$ cat config.mk
export PLATFORM = sky130hd
export DESIGN_NAME = div_result_bcd
export DESIGN_NICKNAME = d
export VERILOG_FILES = /design/src/rtl/div_result_bcd.sv
export SDC_FILE = /design/constraint.sdc
export NUM_CORES = 1
export LEC_CHECK = 0
export CAP_MARGIN = 20
export CELL_PAD_IN_SITES_DETAIL_PLACEMENT = 2
export CELL_PAD_IN_SITES_GLOBAL_PLACEMENT = 2
export CORE_MARGIN = 10
export CORE_UTILIZATION = 29
export DETAILED_ROUTE_END_ITERATION = 16
export GPL_TIMING_DRIVEN = 0
export PLACE_DENSITY = 0.74
export SLEW_MARGIN = 20
export SYNTH_ARGS = -nofsm -noshare
export SYNTH_HDL_FRONTEND = slang
export SYNTH_SLANG_ARGS = --single-unit
$ cat constraint.sdc
create_clock -name clk -period 1.31 [get_ports clk]
set_input_delay 0.1965 -clock clk [delete_from_list [all_inputs] [get_ports clk]]
set_output_delay 0.1965 -clock clk [all_outputs]
set_load 0.02 [all_outputs]
$ cat src/rtl/div_result_bcd.sv
// rtl/div_result_bcd.sv - divider result to BCD converter (6-step double-dabble)
// Captures quotient/remainder, converts both to two BCD digits, presents them with err.
module div_result_bcd (
  input  logic       clk,
  input  logic       rst_n,
  input  logic       in_valid,
  output logic       in_ready,
  input  logic [5:0] quo,
  input  logic [5:0] rem,
  input  logic [2:0] divisor,
  output logic       out_valid,
  input  logic       out_ready,
  output logic [3:0] quo_tens,
  output logic [3:0] quo_ones,
  output logic [3:0] rem_tens,
  output logic [3:0] rem_ones,
  output logic       err
);

  typedef enum logic [1:0] {IDLE, CONV, DONE} state_t;

  state_t      state, state_n;
  logic [2:0]  cnt;
  logic [5:0]  bin_q, bin_r;
  logic [7:0]  bcd_q, bcd_r;
  logic        dz;
  logic [13:0] step_q, step_r;

  // One double-dabble step: add 3 to any nibble >= 5, then shift {bcd, bin} left.
  function automatic logic [13:0] dd_step(input logic [7:0] bcd, input logic [5:0] bin);
    logic [7:0] adj;
    adj = bcd;
    if (adj[3:0] >= 4'd5) adj[3:0] = adj[3:0] + 4'd3;
    if (adj[7:4] >= 4'd5) adj[7:4] = adj[7:4] + 4'd3;
    return {adj, bin} << 1;
  endfunction

  assign step_q    = dd_step(bcd_q, bin_q);
  assign step_r    = dd_step(bcd_r, bin_r);
  assign in_ready  = (state == IDLE);
  assign out_valid = (state == DONE);

  always_comb begin
    state_n = state;
    case (state)
      IDLE:    if (in_valid) state_n = CONV;
      CONV:    if (cnt == 3'd5) state_n = DONE;
      DONE:    if (out_ready) state_n = IDLE;
      default: state_n = IDLE;
    endcase
  end

  always_ff @(posedge clk) begin
    if (!rst_n) begin
      state    <= IDLE;
      cnt      <= 3'd0;
      bin_q    <= 6'd0;
      bin_r    <= 6'd0;
      bcd_q    <= 8'd0;
      bcd_r    <= 8'd0;
      dz       <= 1'b0;
      quo_tens <= 4'h0;
      quo_ones <= 4'h0;
      rem_tens <= 4'h0;
      rem_ones <= 4'h0;
      err      <= 1'b0;
    end else begin
      state <= state_n;
      case (state)
        IDLE: begin
          if (in_valid) begin
            bin_q <= quo;
            bin_r <= rem;
            dz    <= (divisor == 3'd0);
            bcd_q <= 8'd0;
            bcd_r <= 8'd0;
            cnt   <= 3'd0;
          end
        end
        CONV: begin
          {bcd_q, bin_q} <= step_q;
          {bcd_r, bin_r} <= step_r;
          cnt            <= cnt + 3'd1;
          // Digits load from the result of the sixth step, not the stale accumulator.
          if (cnt == 3'd5) begin
            if (dz) begin
              {quo_tens, quo_ones} <= 8'hFF;
              {rem_tens, rem_ones} <= 8'hFF;
              err                  <= 1'b1;
            end else begin
              {quo_tens, quo_ones} <= step_q[13:6];
              {rem_tens, rem_ones} <= step_r[13:6];
              err                  <= 1'b0;
            end
          end
        end
        default: ;
      endcase
    end
  end

endmodule

# Word level (Yosys, flattened, before mapping)
# Index checks and enable logic that the tools add are counted.
[word_totals]
word_cells = 56
ff_bits = 51
output_inout_bits = 19
[classes]
n_lt_le_gt_ge = 4
n_addsub = 5
n_eq_ne = 6
reduce_logical = 7
muxes = 22
[ops]
columns = ["operator", "count"]
rows = [
  ["$pmux 8 s2", 2],
  ["$mux 4", 6],
  ["$pmux 6 s2", 2],
  ["$ge 4x3->1 const B", 4],
  ["$mux 6", 2],
  ["$mux 3", 3],
  ["$add 4x2->4 const B", 2],
  ["$mux 8", 1],
  ["$add 3x2->3 const B", 2],
  ["$mux 2", 3],
  ["$pmux 2 s3", 1],
  ["$pmux 3 s2", 1],
  ["$reduce_and 2->1", 3],
  ["$ne 2x2->1 const B", 2],
  ["$add 3x1->3 const B", 1],
  ["$eq 3x3->1 const B", 1],
  ["$logic_not 3->1", 1],
  ["$reduce_and 3->1", 1],
  ["$eq 2x1->1 const B", 1],
  ["$eq 2x2->1 const B", 1],
  ["$logic_not 2->1", 1],
  ["$ne 2x1->1 const B", 1],
  ["$reduce_bool 2->1", 1],
  ["$mux 1", 1],
]

# Logic depth before layout (Yosys ltp)
[depth]
ltp_word = 3
ltp_mapped = 7

# Worst setup path before layout
# Ideal clock, no wire load.
[synth_path]
kind = "register to register"
start = "register bcd_q[1]"
end = "register bcd_q[2]"
stages_incl_launch_ff = 7
slack_ns = -0.138
setup_ns = 0.074
synth_period_minus_slack_ns = 1.448
arrival_time_ns = 1.373
n_path_buf = 0
required_ns = 1.236
cell_sequence = "dfxtp_1 > inv_1 > ha_1 > nand2b_1 > a21oi_1 > mux2_2 > o21ai_0"
[synth_via]
elab_chain_cells = 3
elab_cells_between_ends = 4
[synth_lines]
columns = ["item", "line", "source"]
rows = [
  ["from (decl)", "25", "logic [7:0] bcd_q, bcd_r;"],
  ["from (signal assigned)", "81", "{bcd_q, bin_q} <= step_q;"],
  ["$add 4x2->4 or $ge 4x3->1 (tied branches)", "33", "if (adj[3:0] >= 4'd5) adj[3:0] = adj[3:0] + 4'd3;"],
  ["$mux 4 *", "33", ""],
  ["$pmux 8 s2 *", "69", "case (state)"],
]
# Mark *: on every way between the ends. The rest lies on a longest branch, timed or not.
# A chain may end at the register's enable or synchronous reset.

# Final worst setup path
[layout_path]
start = "register state[0]"
end = "register bcd_r[7]"
[layout_via]
elab_chain_cells = 3
elab_cells_between_ends = 6
[layout_lines]
columns = ["item", "line", "source"]
rows = [
  ["from (decl)", "22", "state_t state, state_n;"],
  ["from (signal assigned)", "68", "state <= state_n;"],
  ["$eq 2x1->1 or $logic_not 2->1 (tied branches)", "69", ""],
  ["$reduce_bool 2->1 (no line) or $ne 2x2->1 (tied branches)", "n/a", ""],
  ["$reduce_and 2->1 (no line)", "n/a", ""],
  ["to (signal assigned)", "82", "{bcd_r, bin_r} <= step_r;"],
  ["to (decl)", "25", ""],
]
# Several ways; a longest one is shown, not always the timed one.

==> run_results.csv <==
group,metric,value,unit
floorplanning,start_util,30.0,%
sta,max_freq,0.682,GHz
critical_path,required,1520,ps
critical_path,cp.buffers_inverters,2,
cells_and_area,drive_gt1_share,47.1,%
clock_tree,clk_latency,320,ps
power,irDropWorstVdd,0.409,mV
clock_tree,clock_path_buffers,2,
critical_path,cp_max_fo,6,
worst_hold_path,min_path_cells,2,
sta,worstMarginPinSlew,429,ps
sta,finClkSkew,10.4,ps
synth,ys_types,35,
cells_and_area,fin_util,48.4,%
global_routing,use_met1,16.2,%
sta,setup_tns,-2910,ps
placed_design,hpwl,5120,um
sta,setup_viol,38,
floorplanning,fp.dieH,110,um
sta,min_period,1470,ps
critical_path,crit_arrival,1680,ps
status,status,"complete, but fails checks",
clock_tree,cts_buffers,5,
routing,post-route-drc-count,0,
floorplanning,core_area,0.00777,mm2
sta,min_period_over_period,112,%
routing,dr.pass1.iters,4,
global_routing,grt_overflow,0,
placed_design,gp_congestion,0.773,
routing,drt_iter0_drc,73,
global_routing,grtUsageMet3,3.22,%
global_routing,busiest_layer,"met2",
global_routing,grt.total_usage,14.3,%
cells_and_area,n_antenna_cell,0,
routing,ant_nets,0,
synth,synthCells,261,
synth,synth_nets,290,
critical_path,critical-path-top-delay-family,"simple AND/OR/NAND/NOR gates",
critical_path,cp_cell_sequence,"or3b_1, buf_6, buf_4, nand3_2, o21ai_1, and2_1",
clock_tree,cts_num_sinks,51,
synth,netlist_area,0.00233,mm2
power,power.density,841,mW/mm2
status,violations,"setup timing",
clock_tree,cts_hold_buf,0,
worst_hold_path,hp-class,"flip-flop to flip-flop",
critical_path,start_kind,"flip-flop",
critical_path,cp.depth,6,
clock_tree,clkTransAtPathRegs,100,ps
synth,ys_ff_latch,51,
sta,maxSlewViolCount,0,
global_routing,antenna_found_initial,0,
sta,relSlewSlack,71.2,%
power,intPower,0.00231,W
power,power_frac_clock,33.2,%
sta,layout_setup_ws,-157,ps
global_routing,grt_pass1_vias,2389,
sta,hold_viol,0,
floorplanning,pin_count,38,
floorplanning,die-area,0.0120,mm2
critical_path,ff2ff_setup_slack,-160,ps
power,cellLeakagePower,1.55,nW
synth,synth_ff_type,"dfxtp_1",
placed_design,io_buffers,37,
critical_path,endpoint_kind,"flip-flop",
global_routing,grt_util_met2,26.7,%
routing,wl,9110,um
routing,wl_per_cell,21.0,um
critical_path,slowest_stage,"or3b_1",
sta,rsz0062_at_grt,"yes",
floorplanning,rows,32,
synth,synth_edf_count,0,
routing,avgViaCountPerCell,5.13,
power,switchingPower,0.000855,W
power,p_comb_share,15.1,%
cells_and_area,final_net_count,359,
sta,hold_ws,503,ps
placed_design,place_ws,-512,ps
global_routing,grt_max_degree,15,
power,p_sw_share,27.0,%
synth,syn_avg_cell_area,8.93,um2
clock_tree,tritoncts,"done",
run,drv_cap,0,
clock_tree,h-tree-depth,2,
critical_path,worstRegToRegCells,6,
cells_and_area,areaGrowthSynthToFinish,61.4,%
floorplanning,die_w,110,um
global_routing,grt_pass1_wl,13400,um
synth,ys_seq_area_share,43.8,%
critical_path,critPathKind,"flip-flop to flip-flop",
critical_path,cpPeakStageDelay,390,ps
synth,async_reset_ff_share,0,%
power,pwr-share-seq,51.7,%
synth,yosysWarningCount,0,
routing,vias,2221,
clock_tree,cts-root-buf,"clkbuf_8",
[kinds of logic after synthesis]
logic type,share of synthesized area (%)
compound gates,21.6
xor+xnor,1.50
fa+ha+maj,5.37
buf+inv,5.85
flops,43.8
mux,1.93
simple gates,19.9
[worst register-to-register path: stages (launching register included)]
cell     delay (ps)
dfxtp_4         380
or3b_1          390
buf_6           160
buf_4           140
nand3_2          60
o21ai_1          60
and2_1          160
[cell type report]
type / instances / area (um2)
Inverter: 9 / 56.3
Timing Repair Buffer: 64 / 609
Tap cell: 102 / 128
Sequential cell: 51 / 1050
Fill cell: 813 / 4010
Multi-Input combinational cell: 186 / 1700
Buffer: 13 / 118
Clock buffer: 8 / 100
[metrics by stage]
step | cell area [um2] | instances | power [W]
after floorplan | 2430 | 261 | 0.00186
after global placement | 2930 | 400 | 0.00200
after detailed placement | 2930 | 400 | 0.00201
after CTS | 3530 | 428 | 0.00311
after global routing | 3760 | 433 | 0.00330
final | 3760 | 433 | 0.00316
[power groups by stage]
stage | clock network, W | logic, W | registers [W]
2_1_floorplan | 0 | 0.000209 | 0.00166
3_3_place_gp | 0 | 0.000337 | 0.00166
3_5_place_dp | 0 | 0.000343 | 0.00167
4_1_cts | 0.00105 | 0.000428 | 0.00163
5_1_grt | 0.00113 | 0.000525 | 0.00164
6_report | 0.00105 | 0.000478 | 0.00164
[cell usage in the layout (no fill, tap or decap), types with 5 or more instances in the layout]
cell / netlist / routed
a21oi_1: 20 / 5
a21oi_2: 7 / 17
a21oi_4: 0 / 5
and2_1: 8 / 7
buf_4: 2 / 16
buf_6: 3 / 13
clkbuf_8: 0 / 7
clkdlybuf4s50_1: 0 / 17
dfxtp_1: 51 / 39
dfxtp_2: 0 / 7
dfxtp_4: 0 / 5
dlygate4sd2_1: 0 / 18
ha_4: 0 / 9
inv_4: 0 / 5
nand2_1: 34 / 32
nand2b_4: 0 / 5
nand3_2: 0 / 13
nor2b_1: 7 / 6
nor3b_2: 0 / 6
o211a_1: 10 / 10
o21ai_1: 7 / 22
o21ai_2: 3 / 8
[state kept, by name (all words and copies together), names as in the netlist]
name      count
rem_tens      4
rem_ones      4
bin_r         6
bin_q         6
quo_ones      4
quo_tens      4
cnt           3
err           1
bcd_q         8
dz            1
bcd_r         8
state         2
[layer usage]
metal / share of wire (%) / wire (um)
met2: 53 / 4800
met4: 2.0 / 180
met5: 0 / 0
met3: 3.9 / 351
met1: 41 / 3780
[cells in the mapped netlist, types with 2 or more instances]
cell type  count  area [um2]
a21oi_1       20         100
a21oi_2        7        61.3
a22oi_1        4        30.0
and2_1         8        50.1
buf_2          4        20.0
buf_4          2        15.0
buf_6          3        33.8
clkbuf_1       5        18.8
dfxtp_1       51        1020
ha_1          10         125
inv_1          9        33.8
mux2_2         4        45.0
nand2_1       34         128
nand2b_1       5        31.3
nand3_1       15        75.1
nor2_1         5        18.8
nor2b_1        7        43.8
nor3_1         2        10.0
nor3b_1        9        67.6
o211a_1       10         100
o21a_1         2        15.0
o21ai_0       21         105
o21ai_1        7        35.0
o21ai_2        3        26.3
xnor2_1        4        35.0
[repair_timing]
item / in CTS / in global routing
gates cloned: 3 / 1
pin swaps: 18 / 15
setup buffers: 17 / 6
setup endpoints to repair: 62 / 49
resized for setup: 118 / 60
[path summary, 6_finish.rpt]
path / from / end
worst max-delay path: state[0]$_SDFFE_PN0P_ / bcd_r[7]$_SDFFE_PN0P_
worst min-delay path: bcd_q[5]$_SDFFE_PN0P_ / bcd_q[5]$_SDFFE_PN0P_
worst max register to register: state[0]$_SDFFE_PN0P_ / bcd_r[7]$_SDFFE_PN0P_
worst min register to register: bcd_q[5]$_SDFFE_PN0P_ / bcd_q[5]$_SDFFE_PN0P_
No activity file was read; power rests on OpenSTA's default activity.
